`src/rtl/rd53_core_pkg.sv`:
```
// Shared core-column definitions: row geometry, ToT width, EOC trailer and readout FSM states.
package rd53_core_pkg;

  localparam int ROW_N = 16;
  localparam int ROW_W = 4;
  localparam int TOT_W = 16;

  localparam logic [ROW_W-1:0] EOC_ROW = 4'hF;
  localparam logic [TOT_W-1:0] EOC_TOT = 16'hFFFF;

  typedef enum logic [1:0] {
    ST_IDLE  = 2'd0,
    ST_SCAN  = 2'd1,
    ST_DRAIN = 2'd2
  } state_t;

endpackage

```
`src/rtl/row_token_readout_if.sv`:
```
// Row-readout bus: pass control, row grant/read port and column-bus output handshake.
interface row_token_readout_if #(
  parameter int COL_W = 6
);
  import rd53_core_pkg::*;

  logic                           Start;
  logic [ROW_N-1:0]               HitPending;
  logic [ROW_N-1:0]               Token;
  logic [ROW_W-1:0]               RowAddr;
  logic                           RdEn;
  logic [TOT_W-1:0]               RdData;
  logic [COL_W+ROW_W+TOT_W-1:0]   OutData;
  logic                           OutValid;
  logic                           OutReady;
  logic                           Busy;
  logic                           Done;

  modport slave (
    input  Start, HitPending, RdData, OutReady,
    output Token, RowAddr, RdEn, OutData, OutValid, Busy, Done
  );

  modport master (
    output Start, HitPending, RdData, OutReady,
    input  Token, RowAddr, RdEn, OutData, OutValid, Busy, Done
  );

endinterface

```
`src/rtl/row_readout_fifo.sv`:
```
// First-word-fall-through output FIFO with wrap-around pointers and an occupancy count.
module row_readout_fifo #(
  parameter  int WIDTH = 26,
  parameter  int DEPTH = 2,
  localparam int PTR_W = $clog2(DEPTH),
  localparam int CNT_W = $clog2(DEPTH + 1)
) (
  input  logic             Clk,
  input  logic             ResetB,
  input  logic             i_wr_en,
  input  logic [WIDTH-1:0] i_wr_data,
  input  logic             i_rd_en,
  output logic [WIDTH-1:0] o_rd_data,
  output logic             o_valid,
  output logic [CNT_W-1:0] o_count
);

  logic [WIDTH-1:0] r_mem [DEPTH];
  logic [PTR_W-1:0] r_wptr;
  logic [PTR_W-1:0] r_rptr;
  logic [CNT_W-1:0] r_count;
  logic             w_wr;
  logic             w_rd;

  assign w_wr = i_wr_en && (r_count != CNT_W'(DEPTH));
  assign w_rd = i_rd_en && (r_count != '0);

  always_ff @(posedge Clk or negedge ResetB) begin
    if (!ResetB) begin
      for (int i = 0; i < DEPTH; i++) r_mem[i] <= '0;
      r_wptr  <= '0;
      r_rptr  <= '0;
      r_count <= '0;
    end else begin
      if (w_wr) begin
        r_mem[r_wptr] <= i_wr_data;
        r_wptr        <= r_wptr + 1'b1;
      end
      if (w_rd) r_rptr <= r_rptr + 1'b1;
      case ({w_wr, w_rd})
        2'b10:   r_count <= r_count + 1'b1;
        2'b01:   r_count <= r_count - 1'b1;
        default: r_count <= r_count;
      endcase
    end
  end

  assign o_rd_data = r_mem[r_rptr];
  assign o_valid   = (r_count != '0);
  assign o_count   = r_count;

endmodule

```
`src/rtl/row_token_readout.sv`:
```
// Core-column readout sequencer: snapshots HitPending on Start, grants rows lowest-first
// with a one-hot token and queues {COL_ADDR, RowAddr, ToT}. Option: ROW_READOUT_EOC_TRAILER_EN.
//
// state | meaning
// IDLE  | waiting for Start
// SCAN  | granting snapshot rows one per cycle while the FIFO has room
// DRAIN | waiting for the last read data (and a trailer slot), then Done
module row_token_readout
  import rd53_core_pkg::*;
#(
  parameter int               COL_W      = 6,
  parameter logic [COL_W-1:0] COL_ADDR   = '0,
  parameter int               FIFO_DEPTH = 2
) (
  input logic                Clk,
  input logic                ResetB,
  row_token_readout_if.slave bus
);

  localparam int WORD_W = COL_W + ROW_W + TOT_W;
  localparam int CNT_W  = $clog2(FIFO_DEPTH + 1);

  state_t             r_state;
  state_t             w_state_nxt;
  logic [ROW_N-1:0]   r_pend;
  logic [ROW_N-1:0]   w_lowest;
  logic [ROW_N-1:0]   w_token;
  logic [ROW_W-1:0]   r_rd_row;
  logic [ROW_W-1:0]   w_row_addr;
  logic               r_inflight;
  logic               w_rd_en;
  logic               w_done;
  logic               w_trl_wr;
  logic               w_pop;
  logic               w_room;
  logic               w_fifo_wr;
  logic               w_fifo_valid;
  logic [CNT_W-1:0]   w_fifo_cnt;
  logic [CNT_W:0]     w_occ;
  logic [CNT_W:0]     w_lim;
  logic [WORD_W-1:0]  w_wr_word;
  logic [WORD_W-1:0]  w_fifo_data;

  assign w_pop    = w_fifo_valid & bus.OutReady;
  assign w_lowest = r_pend & (~r_pend + 1'b1);

  // A word leaving the FIFO this cycle frees a slot in time for the next capture,
  // which keeps back-to-back reads going with only two entries.
  assign w_occ  = {1'b0, w_fifo_cnt} + {{CNT_W{1'b0}}, r_inflight};
  assign w_lim  = (CNT_W+1)'(FIFO_DEPTH) + {{CNT_W{1'b0}}, w_pop};
  assign w_room = (w_occ < w_lim);

  always_comb begin
    w_state_nxt = r_state;
    w_rd_en     = 1'b0;
    w_done      = 1'b0;
    w_trl_wr    = 1'b0;
    case (r_state)
      ST_IDLE: begin
        if (bus.Start) w_state_nxt = ST_SCAN;
      end
      ST_SCAN: begin
        if (r_pend == '0)  w_state_nxt = ST_DRAIN;
        else if (w_room)   w_rd_en     = 1'b1;
      end
      ST_DRAIN: begin
`ifdef ROW_READOUT_EOC_TRAILER_EN
        if (!r_inflight && (w_fifo_cnt < CNT_W'(FIFO_DEPTH))) begin
          w_trl_wr    = 1'b1;
          w_done      = 1'b1;
          w_state_nxt = ST_IDLE;
        end
`else
        if (!r_inflight) begin
          w_done      = 1'b1;
          w_state_nxt = ST_IDLE;
        end
`endif
      end
      default: w_state_nxt = ST_IDLE;
    endcase
  end

  assign w_token = w_rd_en ? w_lowest : '0;

  always_comb begin
    w_row_addr = '0;
    for (int i = 0; i < ROW_N; i++) begin
      if (w_token[i]) w_row_addr = w_row_addr | ROW_W'(i);
    end
  end

  always_ff @(posedge Clk or negedge ResetB) begin
    if (!ResetB) begin
      r_state    <= ST_IDLE;
      r_pend     <= '0;
      r_inflight <= 1'b0;
      r_rd_row   <= '0;
    end else begin
      r_state    <= w_state_nxt;
      r_inflight <= w_rd_en;
      if (w_rd_en) begin
        r_rd_row <= w_row_addr;
        r_pend   <= r_pend & ~w_token;
      end else if ((r_state == ST_IDLE) && bus.Start) begin
        r_pend <= bus.HitPending;
      end
    end
  end

  // The trailer only ever goes in from DRAIN with nothing in flight, so the mux never collides.
  assign w_fifo_wr = r_inflight | w_trl_wr;
  assign w_wr_word = r_inflight ? {COL_ADDR, r_rd_row, bus.RdData}
                                : {COL_ADDR, EOC_ROW, EOC_TOT};

  row_readout_fifo #(
    .WIDTH (WORD_W),
    .DEPTH (FIFO_DEPTH)
  ) u_fifo (
    .Clk       (Clk),
    .ResetB    (ResetB),
    .i_wr_en   (w_fifo_wr),
    .i_wr_data (w_wr_word),
    .i_rd_en   (w_pop),
    .o_rd_data (w_fifo_data),
    .o_valid   (w_fifo_valid),
    .o_count   (w_fifo_cnt)
  );

  assign bus.Token    = w_token;
  assign bus.RowAddr  = w_row_addr;
  assign bus.RdEn     = w_rd_en;
  assign bus.OutData  = w_fifo_data;
  assign bus.OutValid = w_fifo_valid;
  assign bus.Busy     = (r_state != ST_IDLE);
  assign bus.Done     = w_done;

endmodule

```
`src/flat_wrapper.sv`:
```
// flat-port wrapper written by rule: the top's interface ports become plain ports
module row_token_readout_flat import rd53_core_pkg::*;
#(
  parameter int               COL_W      = 6,
  parameter logic [COL_W-1:0] COL_ADDR   = '0,
  parameter int               FIFO_DEPTH = 2
)
  (Clk, ResetB, bus_Start, bus_HitPending, bus_RdData, bus_OutReady, bus_Token, bus_RowAddr, bus_RdEn, bus_OutData, bus_OutValid, bus_Busy, bus_Done);
  row_token_readout_if #(.COL_W(COL_W)) bus_i ();
  input logic Clk;
  input logic ResetB;
  input wire logic [$bits(bus_i.Start)-1:0] bus_Start;
  input wire logic [$bits(bus_i.HitPending)-1:0] bus_HitPending;
  input wire logic [$bits(bus_i.RdData)-1:0] bus_RdData;
  input wire logic [$bits(bus_i.OutReady)-1:0] bus_OutReady;
  output wire logic [$bits(bus_i.Token)-1:0] bus_Token;
  output wire logic [$bits(bus_i.RowAddr)-1:0] bus_RowAddr;
  output wire logic [$bits(bus_i.RdEn)-1:0] bus_RdEn;
  output wire logic [$bits(bus_i.OutData)-1:0] bus_OutData;
  output wire logic [$bits(bus_i.OutValid)-1:0] bus_OutValid;
  output wire logic [$bits(bus_i.Busy)-1:0] bus_Busy;
  output wire logic [$bits(bus_i.Done)-1:0] bus_Done;
  assign bus_i.Start = bus_Start;
  assign bus_i.HitPending = bus_HitPending;
  assign bus_i.RdData = bus_RdData;
  assign bus_i.OutReady = bus_OutReady;
  assign bus_Token = bus_i.Token;
  assign bus_RowAddr = bus_i.RowAddr;
  assign bus_RdEn = bus_i.RdEn;
  assign bus_OutData = bus_i.OutData;
  assign bus_OutValid = bus_i.OutValid;
  assign bus_Busy = bus_i.Busy;
  assign bus_Done = bus_i.Done;
  row_token_readout #(.COL_W(COL_W), .COL_ADDR(COL_ADDR), .FIFO_DEPTH(FIFO_DEPTH)) u_core (.Clk(Clk), .ResetB(ResetB), .bus(bus_i));
endmodule
```
`config.mk`:
```
export PLATFORM = sky130hd
export DESIGN_NAME = row_token_readout_flat
export DESIGN_NICKNAME = d
export VERILOG_FILES = /design/src/rtl/rd53_core_pkg.sv /design/src/rtl/row_token_readout_if.sv /design/src/rtl/row_readout_fifo.sv /design/src/rtl/row_token_readout.sv /design/src/flat_wrapper.sv
export SDC_FILE = /design/constraint.sdc
export NUM_CORES = 1
export LEC_CHECK = 0
export ABC_AREA = 1
export BUFFER_PORTS_ARGS = -buffer_cell sky130_fd_sc_hd__buf_4
export CAP_MARGIN = 20
export CORE_MARGIN = 3
export CORE_UTILIZATION = 53
export DETAILED_ROUTE_END_ITERATION = 7
export PLACE_DENSITY = 0.8
export SETUP_SLACK_MARGIN = 0.5
export SLEW_MARGIN = 20
export SYNTH_ARGS = -nofsm -noshare
export SYNTH_HDL_FRONTEND = slang
export SYNTH_SLANG_ARGS = --single-unit
```
`constraint.sdc`:
```
create_clock -name Clk -period 2.3 [get_ports Clk]
set_input_delay 0.115 -clock Clk [delete_from_list [all_inputs] [get_ports Clk]]
set_output_delay 0.115 -clock Clk [all_outputs]
set_load 0.01 [all_outputs]
```
==> results.rst, run 1 <==
.. list-table::
   :header-rows: 1

   * - Metric
     - Value
   * - Max capacitance violation total
     - 0
   * - Fmax
     - 436 MHz
   * - Share of total power in the clock network
     - a little over a tenth
   * - Share of the synthesized netlist area taken by xor and xnor gates
     - 0.761%
   * - Power per standard cell area
     - about 1600 nW/um^2
   * - Most prevalent standard cell on the critical path
     - nand2_2
   * - Number of pins with negative max-slew slack in the final report
     - 0
   * - Power spent charging and discharging nets
     - about 3.5 mW
   * - Clock transition at the register clock pins on the worst setup and hold paths after CTS
     - 70 ps
   * - Kind of start point of the critical path
     - flip-flop
   * - Combined global-route utilization of all metal layers
     - between 20% and 30%
   * - Leakage power of the design
     - 2.67 nW
   * - Routed length per instance
     - between 15 and 20 um
   * - Finished Cell Area
     - 5080 um^2
   * - Class of the tightest hold or removal check
     - input port to flip-flop
   * - Crit Path Class
     - flip-flop to output pin
   * - Detail Route met3 WL
     - approximately 700 um
   * - Share of cells above drive strength 1
     - 38.2%
   * - Clk root buf
     - clkbuf_8
   * - Library cell occupying the most area in the post-synthesis netlist
     - dfrtp_1
   * - Register area share after synthesis
     - between 40% and 50%
   * - Sequential cell area
     - 1680 um^2
   * - Relative slew margins
     - between 40 and 50%
   * - Total of flip-flops plus latches after synthesis
     - between 60 and 70
   * - Most frequent cells in the layout
     - nand2_1 (103), buf_4 (96), dfrtp_1 (64), inv_1 (50), o21ai_0 (45)
   * - Slowest stage delay, CP
     - 420 ps
   * - Core area
     - 6100 um^2
   * - Critical path cell sequence
     - buf_4 -> inv_2 -> nand2_2 -> nand3b_1 -> nand2_2 -> nand2_2 -> nor2_4 -> buf_12 -> o21ai_1 -> nand2_1 -> nor2_2 -> inv_1 -> buf_6
   * - Die Width
     - roughly 87 um
   * - Top routing layer used
     - met4
   * - Overall via count from detail_route
     - between 3000 and 4000
   * - Most common cell after layout, fill and taps aside
     - nand2_1
   * - Crit path buffers/inverters
     - 5
   * - Cell internal pwr
     - roughly 4.5 mW
   * - Delay-heaviest family, CP
     - simple AND/OR/NAND/NOR gates
   * - H-tree lvl count
     - 3
   * - Compound-Gate Fraction of Synth Area
     - approximately 9%
   * - Combinational group share of total power
     - a little over three fifths
   * - Area of combinational cells with multiple inputs
     - ~1700 um^2
   * - Post-synth EDFFs
     - 0
   * - IR drop worst, VDD
     - approximately 1.1 mV
   * - Mux share of post-synthesis cell area
     - under 10%
   * - Area Overhead vs Synth
     - 47.2%
   * - Total I/O pin count
     - 86
   * - Aggregate negative setup slack
     - 0 ps
   * - Min cycle time layout
     - between 2000 and 2500 ps
   * - Post-Synthesis Cell Area
     - roughly 3500 um^2
   * - Initial antenna violation count
     - 0
   * - Endpoint type of the worst setup path
     - output pin
   * - Leading cell types by total area after synthesis
     - dfrtp_1 (49%), nand2_1 (13%), o21ai_0 (7.1%), inv_1 (6.6%), mux2_2 (6.5%)
   * - Data required time of the worst path
     - about 2200 ps
   * - Latest clock arrival within the worst-skew pair
     - around 340 ps
   * - Distinct cell type count after synthesis
     - 29
   * - Data arrival time at the worst-slack endpoint
     - 2180 ps
   * - Number of vias per cell
     - 5.36
   * - Global-route wire length before repair
     - 14.9 mm
   * - Pre-antenna DRT Iters
     - 4
   * - Wire length on met1
     - around 4 mm
   * - Y dimension of the die
     - between 80 and 90 um
   * - Outcome
     - completed
   * - Number of fill cells
     - approximately 330
   * - Weighted congestion reported at the end of routability-driven placement
     - 0.878
   * - Final net count
     - around 610
   * - Max stage delay cell, worst path
     - dfrtp_1
   * - Total wire length
     - a little over 10 mm
   * - Avg Cell Area, Syn
     - between 7 and 8 um^2
   * - Dpl hpwl
     - between 5 and 6 mm
   * - Buffer levels on the longest clock path
     - 2
   * - Finish-stage setup viols
     - 0
   * - Count of antenna diodes in the layout
     - 0
   * - Fin Clk Skew
     - between 7 and 8 ps
   * - Vias in the first global route
     - approximately 3300
   * - Number of routed nets with antenna violations
     - 0
   * - Detailed Route Iter0 Violations
     - ~160
   * - Row Count
     - 28
   * - Clock sinks
     - 67
   * - Met2 wire length
     - around 5.3 mm
   * - Main combinational cell family by area after synthesis
     - simple AND/OR/NAND/NOR gates
   * - Number of DRC violations after detailed routing
     - 0
   * - Clock tree from TritonCTS
     - built
   * - # port buffers
     - 79
   * - Cell count after synthesis
     - 432
   * - Area fraction in and, or, nand and nor cells after synthesis
     - 23.8%
   * - CTS buffer count
     - 9
   * - Area fraction of the dominant cell type after synthesis
     - ~50%
   * - Power share of the sequential group
     - about 27%
   * - Die area
     - between 7000 and 8000 um^2
   * - Maximum number of pins on one net before global-route repair
     - 68
   * - Overflow after GRT
     - 0
   * - Post-placement cell area
     - just over 4000 um^2
   * - Fraction of registers with async set or reset after synthesis
     - 100%
   * - Most frequently used flop master after synthesis
     - dfrtp_1
   * - Post-synthesis adder-cell area fraction
     - between 1 and 1.5%
   * - Unrepaired setup endpoints after global routing
     - yes
   * - Final period utilization
     - approximately 100%
   * - Switching power as a share of total power
     - about 44%
   * - Hold violation count in the final report
     - 0
   * - Transition time at the pin with the least slew margin
     - just over 800 ps
   * - Starting utilization of the core area
     - between 50% and 60%
   * - Crit-path max FO
     - 5
   * - Count of synthesis-stage warnings from yosys
     - 0
-- power groups by stage --
stage | Combinational (mW) | Clock [mW] | Sequential [mW]
2_1_floorplan | 2.26 | 0 | 2.02
3_3_place_gp | 3.25 | 0 | 2.09
3_5_place_dp | 3.34 | 0 | 2.12
4_1_cts | 4.12 | 0.842 | 2.09
5_1_grt | 5.37 | 0.907 | 2.20
6_report | 4.98 | 0.847 | 2.14
-- repair_timing --
action,CTS,global route
cloned,0,1
setup endpoints to repair,38,28
resized for setup,58,41
pin swaps,9,12
endpoints found under the hold margin,92,0
buffers inserted,19,10
hold buffers,26,0
-- cells by family (layout without fill, tap and decap cells) --
family,count (synthesis),after routing
buffers and inverters,82,219
and+or+nand+nor,198,198
adders and majority gates,3,3
DFF,67,67
xor gates and xnor gates,3,3
other,1,6
AOI/OAI and AO/OA,58,58
muxes,20,20
-- final timing paths --
path                                                      startpoint                                  end  slack [ps]  cells after the start
worst max register to register  u_core.u_fifo.o_count[0]$_DFFE_PN0P_       u_core.r_rd_row[3]$_DFFE_PN0P_         190                     13
worst min-delay path                                   bus_RdData[0]  u_core.u_fifo.r_mem[26]$_DFFE_PN0P_          10                      3
min in group asynchronous                                     ResetB  u_core.u_fifo.r_mem[30]$_DFFE_PN0P_         420                      2
max in group asynchronous                                     ResetB         u_core.r_pend[7]$_DFFE_PN0P_        1300                      2
worst min register to register   u_core.u_fifo.r_mem[11]$_DFFE_PN0P_  u_core.u_fifo.r_mem[11]$_DFFE_PN0P_         510                      1
worst max-delay path            u_core.u_fifo.o_count[0]$_DFFE_PN0P_                       bus_RowAddr[2]           4                     13
-- per-layer routing --
metal,up-vias,GRT usage [%]
met4,0,8.78
met3,33,6.27
met1,1661,28.9
met2,173,44.8
met5,-,0
li1,1609,-
-- worst register-to-register path, stage by stage (launching register included) --
cell       delay, ps
dfrtp_1          420
ha_4             250
nand3b_1         180
nand2_2           80
nand2_2           60
nor2_4           200
clkbuf_16        200
o21ai_1          100
nand2_1          100
nor2_2            60
buf_4            120
buf_4            120
buf_4            120
nand2_1           50
-- registers in the layout, summed over array words and instances, names as in the netlist --
| name | flops |
|---|---|
| u_core.u_fifo.r_wptr | 1 |
| u_core.r_inflight | 1 |
| u_core.r_pend | 16 |
| u_core.u_fifo.r_mem | 40 |
| u_core.u_fifo.r_rptr | 1 |
| u_core.r_rd_row | 4 |
| u_core.u_fifo.o_count | 2 |
| u_core.r_state | 2 |
-- synthesized netlist by cell type, types with 2 or more instances --
cell type    n
nor2_1      43
nand2_2      4
nor3_1       4
buf_4        9
mux2_2      20
buf_2        2
a211oi_1     2
o21ai_0     49
clkbuf_1     8
a21oi_1      2
nand2_1    121
nor2_2       5
o21ai_2      3
dfrtp_1     67
ha_1         3
nand3_1     15
xnor2_1      2
inv_1       61
nor2_4       2
-- cell type report --
type / count / share of cell area (%)
Clock buffer: 11 / 2.59
Clock inverter: 5 / 0.591
Inverter: 62 / 4.63
Multi-Input combinational cell: 288 / 33.0
Sequential cell: 67 / 33.1
Tap cell: 75 / 1.85
Timing Repair Buffer: 141 / 24.3
-- per-stage QoR --
step / util [%] / total power [mW] / instances / hold WS, ps / setup WS [ps]
floorplan: - / 4.28 / 437 / -181 / 512
global route: 83.3 / 8.48 / 649 / 6.86 / -186
detailed placement: 67.1 / 5.47 / 577 / 271 / 204
global placement: 67.1 / 5.34 / 577 / 262 / 251
CTS: 79.6 / 7.05 / 638 / 12.6 / 122
finish: 83.3 / 7.97 / 649 / 10.5 / 4.22
(Power assumes the default switching activity.)
==> inputs of run 2 (changes only) <==
--- a/config.mk
+++ b/config.mk
@@ -8,10 +8,12 @@
 export ABC_AREA = 1
 export BUFFER_PORTS_ARGS = -buffer_cell sky130_fd_sc_hd__buf_4
 export CAP_MARGIN = 20
+export CELL_PAD_IN_SITES_DETAIL_PLACEMENT = 2
+export CELL_PAD_IN_SITES_GLOBAL_PLACEMENT = 2
 export CORE_MARGIN = 3
-export CORE_UTILIZATION = 53
+export CORE_UTILIZATION = 30
 export DETAILED_ROUTE_END_ITERATION = 7
-export PLACE_DENSITY = 0.8
+export PLACE_DENSITY_LB_ADDON = 0.1
 export SETUP_SLACK_MARGIN = 0.5
 export SLEW_MARGIN = 20
 export SYNTH_ARGS = -nofsm -noshare
==> results.rst, run 2 (same netlist as run 1, synthesis figures left out) <==
.. list-table::
   :header-rows: 1

   * - Metric
     - Value
   * - Min cycle time layout
     - 2430 ps (+138 ps)
   * - # port buffers
     - 79 (unchanged)
   * - Number of vias per cell
     - 4.75 (-11%)
   * - Largest register FFs
     - 40 (unchanged)
   * - Endpoint type of the worst setup path
     - output pin
   * - Crit-path max FO
     - 4 (-1)
   * - Combined global-route utilization of all metal layers
     - 18.4% (-6.6 points)
   * - Length in cells of the worst reg-to-reg path
     - 13 (unchanged)
   * - Final net count
     - 595 (-2.1%)
   * - Number of cells on the critical path
     - 10 (-3)
   * - Data arrival time at the worst-slack endpoint
     - 2320 ps (+140 ps)
   * - Critical R2R Capture
     - u_core.r_pend[1]$_DFFE_PN0P_
   * - Delay-heaviest family, CP
     - simple AND/OR/NAND/NOR gates
   * - Routed length per instance
     - 17.8 um (+12%)
   * - Max stage delay cell, worst path
     - dfrtp_1
   * - Hold Crit Depth
     - 3 (unchanged)
   * - Failing checks
     - setup timing
   * - Outcome
     - finished with violations
   * - Hold violation count in the final report
     - 0 (unchanged)
   * - Top reg by flops
     - u_core.u_fifo.r_mem
   * - Die Width
     - 113 um (+31%)
   * - Post-route worst setup slack
     - -134 ps (-138 ps)
   * - H-tree lvl count
     - 3 (unchanged)
   * - Area Overhead vs Synth
     - 52.7%
   * - Buffer levels on the longest clock path
     - 2 (unchanged)
   * - Final Core Density
     - 47.8% (-36 points)
   * - Relative slew margins
     - 40.0% (-5.1 points)
   * - Y dimension of the die
     - 113 um (+31%)
   * - IR drop worst, VDD
     - 0.573 mV (-46%)
   * - Leakage power of the design
     - 2.71 nW (+1.5%)
   * - Die area
     - 12800 um^2 (+71%)
   * - Total I/O pin count
     - 86 (unchanged)
   * - Starting utilization of the core area
     - 31.3% (-25 points)
   * - Number of fill cells
     - 1190 (+260%)
   * - Finish-stage setup viols
     - 4 (+4)
   * - Area of combinational cells with multiple inputs
     - 1730 um^2 (+3.4%)
   * - Final period utilization
     - 106% (+6.0 points)
   * - Core area
     - 11000 um^2 (+81%)
   * - Startpoint of the worst-slack reg-to-reg timing path
     - u_core.u_fifo.o_count[0]$_DFFE_PN0P_
   * - Kind of start point of the critical path
     - flip-flop
   * - Detailed Route Iter0 Violations
     - 125 (-24%)
   * - Most common cell after layout, fill and taps aside
     - nand2_1
   * - Critical path cell sequence
     - nor2_1 -> nand2_1 -> nor2_1 -> nand2_2 -> nor2_4 -> o21ai_1 -> nand2_1 -> nor2_2 -> inv_1 -> buf_6
   * - Pre-antenna DRT Iters
     - 4 (unchanged)
   * - Fmax
     - 411 MHz (-5.7%)
   * - Latest clock arrival within the worst-skew pair
     - 330 ps (about the same)
   * - Max capacitance violation total
     - 0 (unchanged)
   * - Slowest stage delay, CP
     - 460 ps (+40 ps)
   * - Unrepaired setup endpoints after global routing
     - yes
   * - Setup slack on the worst flop-to-flop path
     - 60 ps (-130 ps)
   * - Vias in the first global route
     - 3613 (+8.1%)
   * - Number of routed nets with antenna violations
     - 0 (unchanged)
   * - Hold Startpoint
     - bus_RdData[2]
   * - Initial antenna violation count
     - 0 (unchanged)
   * - Dpl hpwl
     - 7.30 mm (+34%)
   * - Total wire length
     - 12.5 mm (+21%)
   * - Clk root buf
     - clkbuf_16
   * - Global-route wire length before repair
     - 18.8 mm (+26%)
   * - Clock sinks
     - 67 (unchanged)
   * - Crit path buffers/inverters
     - 2 (-3)
   * - Overflow after GRT
     - 0 (unchanged)
   * - Weighted congestion reported at the end of routability-driven placement
     - 0.820 (-6.6%)
   * - Hold Path Sink
     - u_core.u_fifo.r_mem[28]$_DFFE_PN0P_
   * - Class of the tightest hold or removal check
     - input port to flip-flop
   * - Row Count
     - 38 (+36%)
   * - Maximum number of pins on one net before global-route repair
     - 68 (unchanged)
   * - Crit Path Class
     - flip-flop to output pin
   * - Clock tree from TritonCTS
     - built
   * - CTS buffer count
     - 9 (unchanged)
   * - Share of cells above drive strength 1
     - 41.2% (+3.0 points)
   * - Number of DRC violations after detailed routing
     - 0 (unchanged)
   * - Sequential cell area
     - 1680 um^2 (about the same)
   * - Top Registers
     - u_core.u_fifo.r_mem x40, u_core.r_pend x16, u_core.r_rd_row x4
   * - Power per standard cell area
     - 1660 nW/um^2 (+6.1%)
   * - Count of antenna diodes in the layout
     - 0 (unchanged)
   * - Fin Clk Skew
     - 6.51 ps (-0.663 ps)
   * - Number of pins with negative max-slew slack in the final report
     - 0 (unchanged)
   * - Pre-CTS setup slack
     - 244 ps (+40.4 ps)
   * - Clock transition at the register clock pins on the worst setup and hold paths after CTS
     - 60 ps (about the same)
   * - Overall via count from detail_route
     - 3327 (-4.3%)
   * - Most frequent cells in the layout
     - nand2_1 (102), buf_4 (80), dfrtp_1 (63), inv_1 (47), o21ai_0 (42)
   * - Transition time at the pin with the least slew margin
     - 900 ps (+76.1 ps)
   * - Data required time of the worst path
     - 2180 ps (about the same)
==> run 2: cell count changes in the layout (fill, tap and decap cells not counted), sizes merged <==
cell         previous run  this run
clkbuf                 12        11
bufinv                  0         1
dlygate4sd3            26        14
inv                    62        61
==> run 2: layout make-up <==
class | instances | share of cell area [%]
sequential | 67 | 31.9
clock inverter | 5 | 0.997
tap | 140 | 3.32
inverter | 62 | 4.54
multi-input combinational | 288 | 32.9
timing repair buffer | 128 | 21.7
clock buffer | 11 | 4.61
==> run 2: report_power, final <==
group / internal, mW / switching (mW) / leakage, nW
Sequential: 1.75 / 0.437 / 0.818
Clock: 0.863 / 0.522 / 0.145
Combinational: 2.40 / 2.80 / 1.74
Total: 5.01 / 3.76 / 2.71
==> run 2: timing repair <==
item                       4_1_cts  5_1_grt
hold buffers                    14        0
setup endpoints to repair       39       54
hold endpoints to repair        80        0
gates resized for setup         56       72
setup buffers                   13       13
pin swaps                        6       12
==> run 2: worst max-delay path by stage <==
| stage | from | slack, ps | to |
|---|---|---|---|
| after detailed placement | u_core.u_fifo.o_count[0]$_DFFE_PN0P_ | 240 | bus_RowAddr[3] |
| final | u_core.r_pend[5]$_DFFE_PN0P_ | -130 | bus_RowAddr[3] |
| after global routing | u_core.r_pend[5]$_DFFE_PN0P_ | -240 | bus_RowAddr[3] |
| after CTS | u_core.u_fifo.o_count[0]$_DFFE_PN0P_ | 90 | bus_Token[1] |
| after global placement | u_core.u_fifo.o_count[0]$_DFFE_PN0P_ | 320 | bus_Token[9] |
| after floorplan | u_core.u_fifo.o_count[0]$_DFFE_PN0P_ | 510 | bus_Token[9] |
==> run 2: stage by stage <==
stage	power [mW]	setup TNS [ps]	cells	hold slack [ps]	area, um^2
after floorplan	4.28	0	437	-181	3470
after global placement	5.59	0	645	294	4200
after detailed placement	5.75	0	645	303	4200
after CTS	7.93	0	688	0.532	4910
after global routing	9.41	-1170	701	17.5	5270
final	8.77	-323	701	8.68	5270
==> run 2: worst min-delay path, stage by stage <==
cell and delay (ps):
buf_4 90, nand2_1 40, o21ai_0 60
==> run 2: layer usage <==
| metal | routed length, um | track usage (%) | up-vias |
|---|---|---|---|
| met2 | 6600 | 32.8 | 68 |
| met4 | 206 | 6.25 | 0 |
| li1 | - | - | 1585 |
| met5 | 0 | 0 | - |
| met3 | 409 | 2.67 | 15 |
| met1 | 5290 | 22.6 | 1659 |
==> inputs of run 3 (changes only) <==
--- a/config.mk
+++ b/config.mk
@@ -13,7 +13,7 @@
 export CORE_MARGIN = 3
 export CORE_UTILIZATION = 30
 export DETAILED_ROUTE_END_ITERATION = 7
-export PLACE_DENSITY_LB_ADDON = 0.1
+export PLACE_DENSITY_LB_ADDON = 0.05
 export SETUP_SLACK_MARGIN = 0.5
 export SLEW_MARGIN = 20
 export SYNTH_ARGS = -nofsm -noshare
==> results.rst, run 3 (same netlist as run 1, synthesis figures left out) <==
.. list-table::
   :header-rows: 1

   * - Metric
     - Value
   * - Delay-heaviest family, CP
     - simple AND/OR/NAND/NOR gates
   * - Post-route worst setup slack
     - -14.0 ps (+120 ps)
   * - Total I/O pin count
     - 86 (unchanged)
   * - # port buffers
     - 79 (unchanged)
   * - Leakage power of the design
     - 2.73 nW (+1.1%)
   * - Fmax
     - 432 MHz (+5.2%)
   * - Area Overhead vs Synth
     - 56.9%
   * - Final period utilization
     - 101% (-5.2 points)
   * - Hold violation count in the final report
     - 0 (unchanged)
   * - Core area
     - 11000 um^2 (unchanged)
   * - H-tree lvl count
     - 3 (unchanged)
   * - Crit Path Class
     - flip-flop to output pin
   * - Number of vias per cell
     - 4.77 (+0.43%)
   * - Largest register FFs
     - 40 (unchanged)
   * - Most prevalent standard cell on the critical path
     - nand2_1
   * - Fin Clk Skew
     - 5.27 ps (-1.24 ps)
   * - Combined global-route utilization of all metal layers
     - 18.3% (-0.049 points)
   * - Finish-stage setup viols
     - 3 (-1)
   * - Buffer levels on the longest clock path
     - 2 (unchanged)
   * - Detailed Route Iter0 Violations
     - 104 (-17%)
   * - Number of DRC violations after detailed routing
     - 0 (unchanged)
   * - Die Width
     - 113 um (unchanged)
   * - Overall via count from detail_route
     - 3365 (+1.1%)
   * - Row Count
     - 38 (unchanged)
   * - IR drop worst, VDD
     - 0.658 mV (+15%)
   * - Critical path cell sequence
     - buf_4 -> inv_1 -> nand2_1 -> nor2_1 -> nand2_1 -> nor2_2 -> o21ai_2 -> nand2_1 -> nor2_2 -> inv_1 -> buf_6
   * - Final Core Density
     - 49.1% (+1.3 points)
   * - Clk root buf
     - clkbuf_16
   * - Data arrival time at the worst-slack endpoint
     - 2200 ps (-120 ps)
   * - Routed length per instance
     - 18.6 um (+4.1%)
   * - Dpl hpwl
     - 7.40 mm (+1.3%)
   * - Max stage delay cell, worst path
     - dfrtp_2
   * - Count of antenna diodes in the layout
     - 0 (unchanged)
   * - Global-route wire length before repair
     - 18.8 mm (-0.15%)
   * - Top Registers
     - u_core.u_fifo.r_mem x40, u_core.r_pend x16, u_core.r_rd_row x4
   * - Share of cells above drive strength 1
     - 45.2% (+4.1 points)
   * - Failing checks
     - setup timing
   * - Y dimension of the die
     - 113 um (unchanged)
   * - Post-placement cell area
     - 4200 um^2 (-0.18%)
   * - Min cycle time layout
     - 2310 ps (-120 ps)
   * - Clock sinks
     - 67 (unchanged)
   * - Class of the tightest hold or removal check
     - input port to flip-flop
   * - Latest clock arrival within the worst-skew pair
     - 330 ps (about the same)
   * - Worst hold-check slack
     - 9.41 ps (+0.726 ps)
   * - Kind of start point of the critical path
     - flip-flop
   * - Pre-antenna DRT Iters
     - 4 (unchanged)
   * - Number of routed nets with antenna violations
     - 0 (unchanged)
   * - Total wire length
     - 13.1 mm (+4.9%)
   * - Vias in the first global route
     - 3789 (+4.9%)
   * - Transition time at the pin with the least slew margin
     - 891 ps (-9.51 ps)
   * - Finished Cell Area
     - 5410 um^2 (+2.8%)
   * - Crit path buffers/inverters
     - 4 (+2)
   * - Weighted congestion reported at the end of routability-driven placement
     - 0.788 (-3.9%)
   * - Area of combinational cells with multiple inputs
     - 1820 um^2 (+4.8%)
   * - Maximum number of pins on one net before global-route repair
     - 68 (unchanged)
   * - Crit-path max FO
     - 4 (unchanged)
   * - Unrepaired setup endpoints after global routing
     - yes
   * - Overflow after GRT
     - 0 (unchanged)
   * - Final net count
     - 600 (+0.84%)
   * - Number of fill cells
     - 1199 (+0.76%)
   * - Clock tree from TritonCTS
     - built
   * - Starting utilization of the core area
     - 31.3% (unchanged)
   * - Most common cell after layout, fill and taps aside
     - nand2_1
   * - Number of pins with negative max-slew slack in the final report
     - 0 (unchanged)
   * - Max capacitance violation total
     - 0 (unchanged)
   * - Clock transition at the register clock pins on the worst setup and hold paths after CTS
     - 60 ps (about the same)
   * - Power per standard cell area
     - 1690 nW/um^2 (+1.4%)
   * - Top reg by flops
     - u_core.u_fifo.r_mem
   * - Outcome
     - finished with violations
   * - Data required time of the worst path
     - 2180 ps (about the same)
   * - Sequential cell area
     - 1690 um^2 (+0.30%)
   * - Relative slew margins
     - 40.6% (+0.63 points)
   * - Endpoint type of the worst setup path
     - output pin
   * - Slowest stage delay, CP
     - 440 ps (-20 ps)
   * - Most frequent cells in the layout
     - nand2_1 (95), buf_4 (79), dfrtp_1 (59), inv_1 (47), o21ai_0 (41)
   * - Die area
     - 12800 um^2 (unchanged)
   * - Initial antenna violation count
     - 0 (unchanged)
   * - CTS buffer count
     - 9 (unchanged)
-- run 3: worst register-to-register path, delay by kind of cell, from the launching register on --
kind / cells / cell delay (ps)
fa+ha+maj: 1 / 240
buf+inv: 5 / 630
flops: 1 / 410
simple gates: 7 / 690
-- run 3: layout make-up --
type                    count  share of cell area (%)
clock buffers              12                    4.74
clock inverters             4                   0.462
inverters                  62                    4.34
multi-input cells         288                    33.6
flip-flops and latches     67                    31.2
well taps                 140                    3.24
repair buffers            133                    22.5
-- run 3: where the power goes --
part	switching [mW]	internal [mW]	total (mW)
logic	2.98	2.65	5.63
registers	0.422	1.75	2.18
clock network	0.545	0.786	1.33
-- run 3: metal layers --
metal | global-route usage (%) | up-vias | wire [um]
met3 | 3.80 | 18 | 453
li1 | - | 1585 | -
met5 | 0 | - | 0
met4 | 4.57 | 0 | 240
met1 | 21.5 | 1693 | 5320
met2 | 34.0 | 69 | 7100
-- run 3: what timing repair did --
action	4_1_cts	5_1_grt
cloned	1	1
setup endpoints to repair	39	54
setup buffers	20	10
resized for setup	59	104
hold endpoints to repair	79	1
hold buffers	13	1
pin swaps	14	11
-- run 3: worst paths after layout --
kind                       cells after the start  slack, ps                            startpoint                             endpoint
min in group asynchronous                      2        440                                ResetB  u_core.u_fifo.r_mem[29]$_DFFE_PN0P_
hold reg to reg                                1        510    u_core.u_fifo.r_mem[4]$_DFFE_PN0P_   u_core.u_fifo.r_mem[4]$_DFFE_PN0P_
setup reg to reg                              13        220  u_core.u_fifo.o_count[0]$_DFFE_PN0P_         u_core.r_pend[3]$_DFFE_PN0P_
max in group asynchronous                      2       1220                                ResetB         u_core.r_pend[1]$_DFFE_PN0P_
setup / recovery                              11        -10          u_core.r_pend[0]$_DFFE_PN0P_                       bus_RowAddr[2]
hold / removal                                 3          9                         bus_RdData[6]  u_core.u_fifo.r_mem[32]$_DFFE_PN0P_
-- run 3: through the flow --
step                      total power [mW]  TNS (ps)  cells  setup slack (ps)
final                                 9.14     -22.6    706             -14.0
after global routing                  9.83     -1350    706              -157
after CTS                             8.01         0    694              67.0
after detailed placement              5.75         0    644               191
after global placement                5.57         0    644               280
after floorplan                       4.28         0    437               512
